<file path="src/rtl/seq_divider_16bit.sv">
// 16/8 unsigned restoring divider: one quotient bit per cycle over eight CALC cycles,
// with early exit to DONE for a zero divisor or a quotient wider than 8 bits.
module seq_divider_16bit (
  input  logic        clk,
  input  logic        rst_n,
  input  logic        start,
  input  logic [15:0] dividend,
  input  logic [7:0]  divisor,
  output logic [7:0]  quotient,
  output logic [7:0]  remainder,
  output logic        busy,
  output logic        done,
  output logic        div_by_zero,
  output logic        overflow
);

  typedef enum logic [1:0] {
    IDLE = 2'd0,
    CALC = 2'd1,
    DONE = 2'd2
  } state_t;

  state_t      state_r;
  logic [8:0]  rem_r;
  logic [7:0]  q_r;
  logic [7:0]  dsr_r;
  logic [2:0]  cnt_r;

  logic [8:0]  shifted_s;
  logic [8:0]  trial_s;
  logic        trial_ok_s;
  logic [8:0]  rem_next_s;
  logic [7:0]  q_next_s;

  // One restoring step: shift the next dividend bit in, subtract the divisor when it fits.
  always_comb begin
    shifted_s  = {rem_r[7:0], q_r[7]};
    trial_s    = shifted_s - {1'b0, dsr_r};
    trial_ok_s = ({rem_r, q_r[7]} >= {2'b00, dsr_r});
    rem_next_s = trial_ok_s ? trial_s : shifted_s;
    q_next_s   = {q_r[6:0], trial_ok_s};
  end

  // Control FSM, datapath registers and registered result outputs.
  always_ff @(posedge clk or negedge rst_n) begin
    if (!rst_n) begin
      state_r     <= IDLE;
      rem_r       <= 9'd0;
      q_r         <= 8'd0;
      dsr_r       <= 8'd0;
      cnt_r       <= 3'd0;
      quotient    <= 8'd0;
      remainder   <= 8'd0;
      busy        <= 1'b0;
      done        <= 1'b0;
      div_by_zero <= 1'b0;
      overflow    <= 1'b0;
    end else begin
      case (state_r)
        IDLE: begin
          done <= 1'b0;
          if (start) begin
            busy  <= 1'b1;
            dsr_r <= divisor;
            // Error cases bypass CALC; both flags are rewritten so stale ones clear.
            if (divisor == 8'd0) begin
              state_r     <= DONE;
              done        <= 1'b1;
              quotient    <= 8'hFF;
              remainder   <= dividend[7:0];
              div_by_zero <= 1'b1;
              overflow    <= 1'b0;
            end else if (dividend[15:8] >= divisor) begin
              state_r     <= DONE;
              done        <= 1'b1;
              quotient    <= 8'hFF;
              remainder   <= 8'h00;
              div_by_zero <= 1'b0;
              overflow    <= 1'b1;
            end else begin
              state_r <= CALC;
              rem_r   <= {1'b0, dividend[15:8]};
              q_r     <= dividend[7:0];
              cnt_r   <= 3'd0;
            end
          end else begin
            busy <= 1'b0;
          end
        end
        CALC: begin
          rem_r <= rem_next_s;
          q_r   <= q_next_s;
          cnt_r <= cnt_r + 3'd1;
          if (cnt_r == 3'd7) begin
            state_r     <= DONE;
            done        <= 1'b1;
            quotient    <= q_next_s;
            remainder   <= rem_next_s[7:0];
            div_by_zero <= 1'b0;
            overflow    <= 1'b0;
          end else begin
            state_r <= CALC;
          end
        end
        DONE: begin
          state_r <= IDLE;
          done    <= 1'b0;
          busy    <= 1'b0;
        end
        default: begin
          state_r <= IDLE;
          done    <= 1'b0;
          busy    <= 1'b0;
        end
      endcase
    end
  end

endmodule

</file>
<file path="config.mk">
export PLATFORM = sky130hd
export DESIGN_NAME = seq_divider_16bit
export DESIGN_NICKNAME = d
export VERILOG_FILES = /design/src/rtl/seq_divider_16bit.sv
export SDC_FILE = /design/constraint.sdc
export NUM_CORES = 1
export LEC_CHECK = 0
export ABC_AREA = 1
export CAP_MARGIN = 20
export CORE_ASPECT_RATIO = 1.4
export CORE_MARGIN = 4
export CORE_UTILIZATION = 25
export DETAILED_ROUTE_END_ITERATION = 8
export PLACE_DENSITY = 0.53
export SLEW_MARGIN = 20
export SYNTH_ARGS = -nofsm -noshare
export SYNTH_HDL_FRONTEND = slang
export SYNTH_SLANG_ARGS = --single-unit
</file>
<file path="constraint.sdc">
create_clock -name clk -period 3.3 [get_ports clk]
set_input_delay 0.66 -clock clk [delete_from_list [all_inputs] [get_ports clk]]
set_output_delay 0.66 -clock clk [all_outputs]
set_load 0.005 [all_outputs]
</file>
==> results of run 1 <==
flip-flops by register name (all words and copies together) (netlist names):
name and count:
q_r 8, done 1, busy 1, dsr_r 8, div_by_zero 1, overflow 1
quotient 8, rem_r 9, state_r 2, cnt_r 3, remainder 8
critical path, delay by kind of cell:
family	cells	cell delay, ns
buf+inv	3	0.73
simple gates	8	1.00
fa+ha+maj	1	0.29
power by group:
group	switching [uW]	internal, uW	total (uW)
Combinational	1490	974	2460
Clock	229	277	505
Sequential	197	902	1100
layer usage:
metal | part of all wire | global-route usage | up-vias
met2 | 0.52 | 0.208 | 60
met5 | 0 | 0 | -
li1 | - | - | 1415
met1 | 0.42 | 0.138 | 1267
met3 | 0.032 | 0.0140 | 13
met4 | 0.028 | 0.0483 | 0
cell type report:
class,count,area (sq um)
repair buffers,48,470
multi-input cells,311,1710
clock buffers,5,125
inverters,49,184
well taps,150,188
flip-flops and latches,50,1250
fillers,1333,8550
clock inverters,2,15.0
final timing paths:
check                      startpoint      endpoint  depth (start not counted)
max                        divisor[7]      rem_r[6]                         12
min                              busy          busy                          2
max reg2reg                    q_r[7]      rem_r[7]                         12
min reg2reg                      busy          busy                          2
max in group asynchronous       rst_n      dsr_r[1]                          2
min in group asynchronous       rst_n  remainder[2]                          2
through the flow:
| stage | setup WS (ns) | power, uW | instance area, sq um |
|---|---|---|---|
| after CTS | 0.794 | 4110 | 3940 |
| after global routing | 0.591 | 4470 | 3940 |
| after global placement | 0.560 | 3550 | 3800 |
| final | 0.783 | 4070 | 3940 |
| after floorplan | 1.34 | 2930 | 3240 |
| after detailed placement | 0.477 | 3590 | 3800 |
synth_stat cells:
cell and count:
nor3_2 2, inv_2 10, nand4_1 13, a21oi_2 1, nand3b_4 2, nand2_8 1
a21oi_1 5, clkbuf_1 3, nand2_2 7, nand2_1 170, buf_2 2, o21ai_0 16
inv_1 39, xor2_1 2, nor2_4 5, dfrtp_1 50, xnor2_1 2, buf_4 2
a22oi_1 1, mux2i_1 1, nand3_2 6, o21ai_1 6, nor2_1 11, or2_2 5
nor2_2 2, nand2_4 2, a21o_1 1, or2_1 1, buf_6 5, nand3_1 27
mux2_2 1, ha_1 18, nor2_8 2, fa_1 1
cell families after synthesis:
kind of cell             after synthesis  synth area share
buffers and inverters                 61            0.0854
AO/OA/AOI/OAI                         30            0.0491
multiplexers                           2           0.00657
AND/OR/NAND/NOR                      256             0.386
XOR/XNOR                               4            0.0108
flip-flops                            50             0.387
adder cells (fa/ha/maj)               19            0.0758
==> flow_summary_export.csv, run 1 <==
group,metric,value,unit
yosys,synthCells,422,
setup_path,critPathMaxFanout,26,
clock_tree,clockBufferDepth,2,
sta,hold_slack,0.472,ns
sta,min_period,2.52,ns
placement,place_inst,608,
layout,fin_cells,615,
setup_path,critical_path.slowest_cell,"clkdlybuf4s50_1",
floorplan,core_area,12500,sq um
sta,period_share,0.763,
sta,finalHoldViolations,0,
global_routing,grt_max_degree,51,
detailed_routing,antenna_left,0,
layout,diodes,0,
placement,place_hpwl,6650,um
sta,setup_viol,0,
floorplan,ios,47,
sta,clock_skew,0.00490,ns
layout,final_nets,511,
floorplan,die_h,143,um
yosys,syn_avg_cell_area,7.67,sq um
sta,tns,0,ns
setup_path,cp-end-kind,"flop",
detailed_routing,wire_per_inst,13.9,um
detailed_routing,dr_total_vias,2755,
placement,gp_congestion,0.820,
yosys,synth_cell_types,34,
clock_tree,cts_sinks,50,
yosys,synth_nets,468,
detailed_routing,drc,0,
sta,tightest_slew,0.669,ns
setup_path,path_class,"in2reg",
flow_run,cap_violations,0,
setup_path,rrSetupSlack,1.15,ns
sta,fmaxAchievable,397,MHz
clock_tree,path_clk_slew,0.07,ns
clock_tree,root_buffer,"clkbuf_16",
placement,io_buffer_count,46,
clock_tree,cts_resized,0,
floorplan,dieArea,14900,sq um
worst_hold_path,hold_class,"reg2reg",
layout,fin_util,0.316,
yosys,yosys_warnings,0,
setup_path,crit_path_frequent_cell,"nand2_1",
yosys,ys_seq_elements,50,
clock_tree,cts_setup_buffers,0,
yosys,yosys.area.top_type_share,0.387,
clock_tree,cts_hold_buf,0,
yosys,yosysSeqAreaShare,0.387,
global_routing,grt_pass1_wl,13700,um
global_routing,antenna_found_initial,0,
power_and_ir_drop,ir_worst_vdd,287,uV
floorplan,die_x,104,um
global_routing,first_global_vias,2720,
setup_path,worstPathRequired,3.48,ns
power_and_ir_drop,leakage,0.00202,uW
global_routing,grt_overflow_total,0,
setup_path,cp-start-kind,"primary input",
yosys,synthTopCellsByArea,"dfrtp_1 (39%), nand2_1 (20%), ha_1 (7.0%), inv_1 (4.5%), nand3_1 (4.2%)",
setup_path,crit_chain,"clkdlybuf4s50_1 > inv_1 > ha_1 > nand2_1 > nor2_1 > nand4_1 > nand4_1 > nand2_1 > nand2_4 > inv_2 > nand2_1 > nand2_1",
power_and_ir_drop,cellPowerDensity,1030,nW/um^2
clock_tree,htreeDepth,2,
yosys,yosysTopAreaCell,"dfrtp_1",
layout,syn2layout_area_growth,21.8,%
sta,slew_headroom,0.554,
floorplan,initial_core_util,0.259,
sta,rsz0062_at_grt,"no",
detailed_routing,viasPerCell,4.48,
floorplan,num_rows,48,
clock_tree,numCtsBuffers,5,
outcome,status,"complete, no violations",
global_routing,grtUsageTotal,0.115,
detailed_routing,drt-initial-drc-count,109,
layout,layout_commonest_cell,"nand2_1",
layout,layout_common_cells,"nand2_1 (170), dfrtp_1 (50), clkdlybuf4s50_1 (45), inv_1 (39), nand3_1 (27)",
detailed_routing,dr.pass1.iters,4,
setup_path,crit_path_max_incr_delay,0.50,ns
layout,drive_above_1_share,0.120,
setup_path,cp.arrival,2.69,ns
clock_tree,clock_latency,0.29,ns
yosys,synth_area,3240,sq um
detailed_routing,routed_wl,8520,um
clock_tree,cts_tree,"yes",
sta,finalMaxSlewViolations,0,
Power figures use the tool's default switching activity.
==> run 2: changes to the inputs <==
Settings changed: PLACE_DENSITY 0.53 to 0.54.
Clock period 3.3 ns to 2.11 ns, I/O delays scaled along.
==> run 2 against run 1 <==
Compared with the run above: cell count rose by 5.2%; sequential cell count did not move; critical endpoint is now q_r[0]; combinational power rose by 74%; final area rose by 11%; hold slack got worse by 0.29 ns; count of clock-buffer cells in the layout rose by 1; worst setup slack got worse by 0.66 ns; die area did not move; wire length rose by 6.0%.
==> flow_summary_export.csv, run 2 (synthesized netlist as in run 1, its figures left out) <==
group,metric,value,unit
setup_path,cp.arrival,2.20,ns
detailed_routing,routed_wl,9030,um
power_and_ir_drop,total_power,6830,uW
global_routing,grt_pass1_wl,14200,um
global_routing,grtUsageTotal,0.118,
detailed_routing,dr_total_vias,2933,
clock_tree,htreeDepth,2,
clock_tree,root_buffer,"clkbuf_16",
layout,diodes,0,
sta,tns,0,ns
power_and_ir_drop,ir_worst_vdd,482,uV
placement,place_hpwl,7110,um
clock_tree,cts_resized,0,
setup_path,crit_path_max_incr_delay,0.47,ns
setup_path,crit_buf_inv,3,
setup_path,path_class,"in2reg",
placement,gp_congestion,0.842,
layout,multiInputGateArea,1820,sq um
layout,seqCellArea,1250,sq um
flow_run,cap_violations,0,
detailed_routing,viasPerCell,4.53,
setup_path,crit_chain,"clkdlybuf4s50_1 > inv_2 > ha_4 > a21oi_1 > nand2_1 > nand2_1 > nand4_1 > nand2_2 > nand2_4 > clkbuf_16 > o21ai_1",
power_and_ir_drop,leakage,0.00230,uW
setup_path,r2r_cells,12,
setup_path,cp-start-kind,"primary input",
sta,min_period,1.99,ns
detailed_routing,wl_met2,4820,um
detailed_routing,wl_met1,3680,um
clock_tree,cts_hold_buf,0,
setup_path,critPathMaxFanout,7,
clock_tree,clockBufferDepth,2,
sta,setup_viol,0,
global_routing,antenna_found_initial,0,
sta,finalMaxSlewViolations,0,
sta,clock_skew,0.00579,ns
layout,final_nets,542,
setup_path,critical_path.slowest_cell,"clkdlybuf4s50_1",
floorplan,die_x,104,um
setup_path,rrSetupSlack,0.13,ns
sta,fmaxAchievable,503,MHz
worst_hold_path,hold_class,"in2async",
layout,fin_util,0.349,
setup_path,cp_top_family,"buffers and inverters",
setup_path,regToRegStartpoint,"q_r[7]",
global_routing,first_global_vias,2873,
floorplan,die_h,143,um
detailed_routing,wire_per_inst,14.0,um
layout,largest_reg_flops,9,
floorplan,ios,47,
sta,slew_headroom,0.518,
setup_path,worstPathRequired,2.32,ns
detailed_routing,dr.pass1.iters,4,
floorplan,num_rows,48,
clock_tree,numCtsBuffers,5,
floorplan,dieArea,14900,sq um
setup_path,r2r-end,"remainder[2]",
sta,fin_ws,0.122,ns
floorplan,core_area,12500,sq um
setup_path,cp-end-kind,"flop",
layout,n_fill_cell,1326,
global_routing,grt_overflow_total,0,
detailed_routing,drc,0,
detailed_routing,highest_layer,"met4",
clock_tree,cts_setup_buffers,0,
layout,drive_above_1_share,0.215,
sta,finalHoldViolations,0,
outcome,status,"complete, no violations",
clock_tree,clock_latency,0.29,ns
detailed_routing,antenna_left,0,
floorplan,initial_core_util,0.259,
clock_tree,cts_sinks,50,
clock_tree,cts_tree,"yes",
layout,layout_commonest_cell,"nand2_1",
sta,period_share,0.942,
placement,pre_cts_ws,-0.284,ns
layout,syn2layout_area_growth,34.8,%
layout,largest_register,"rem_r",
detailed_routing,drt-initial-drc-count,76,
sta,tightest_slew,0.723,ns
clock_tree,path_clk_slew,0.07,ns
setup_path,crit_path_frequent_cell,"nand2_1",
placement,io_buffer_count,46,
detailed_routing,wl_met3,297,um
power_and_ir_drop,cellPowerDensity,1560,nW/um^2
global_routing,grt_max_degree,31,
layout,layout_common_cells,"nand2_1 (168), dfrtp_1 (50), clkdlybuf4s50_1 (37), inv_1 (36), buf_4 (28)",
[run 2: cell count changes in the layout (fill, tap and decap cells not counted), moves of 3 or more]
cell / before / now
inv_1: 39 / 36
nand3_2: 6 / 12
dlymetal6s2s_1: 0 / 8
clkdlybuf4s50_1: 45 / 37
ha_4: 0 / 4
ha_1: 18 / 13
buf_12: 0 / 3
buf_4: 2 / 28
nand3_1: 27 / 21
[run 2: how the worst max path moves through the flow]
stage / start / endpoint / cells after the start
after floorplan: q_r[7] / remainder[6] / 12
after global placement: divisor[7] / q_r[7] / 11
after detailed placement: divisor[7] / q_r[1] / 11
after CTS: divisor[7] / q_r[7] / 11
after global routing: divisor[3] / q_r[7] / 14
final: divisor[3] / q_r[0] / 11
[run 2: worst reg2reg max path: stages (launching register included)]
cell and delay (ns):
dfrtp_1 0.39, inv_1 0.07, ha_2 0.21, fa_2 0.42
nor2_4 0.11, nor2_4 0.05, nor2_4 0.15, nor2_8 0.08
nand2_4 0.13, nand3_2 0.09, nand3_2 0.08, nand2_1 0.06
nand2_1 0.07
[run 2: final cells by class]
cell class              instances  area share
clock buffers                   6      0.0318
multi-input cells             312       0.416
inverters                      49      0.0427
well taps                     150      0.0430
clock inverters                 2     0.00287
repair buffers                 78       0.177
flip-flops and latches         50       0.287
[run 2: stage by stage]
stage               hold slack [ns]  area (sq um)  std cells
finish                        0.179          4360        647
global route                  0.225          4360        647
CTS                           0.217          4200        645
detailed placement            0.465          4050        637
global placement              0.460          4050        637
floorplan                     0.126          3240        422
[run 2: power breakdown]
group          total (uW)  leakage, uW  switching [uW]  internal [uW]
sequential           1730     0.000625             316           1410
clock                 831    0.0000729             360            470
combinational        4270      0.00160            2460           1810
total                6830      0.00230            3130           3690
[run 2: per-layer routing]
layer,global-route usage,vias up
li1,-,1484
met1,0.136,1377
met2,0.222,59
met3,0.0154,13
met4,0.0462,0
met5,0,-
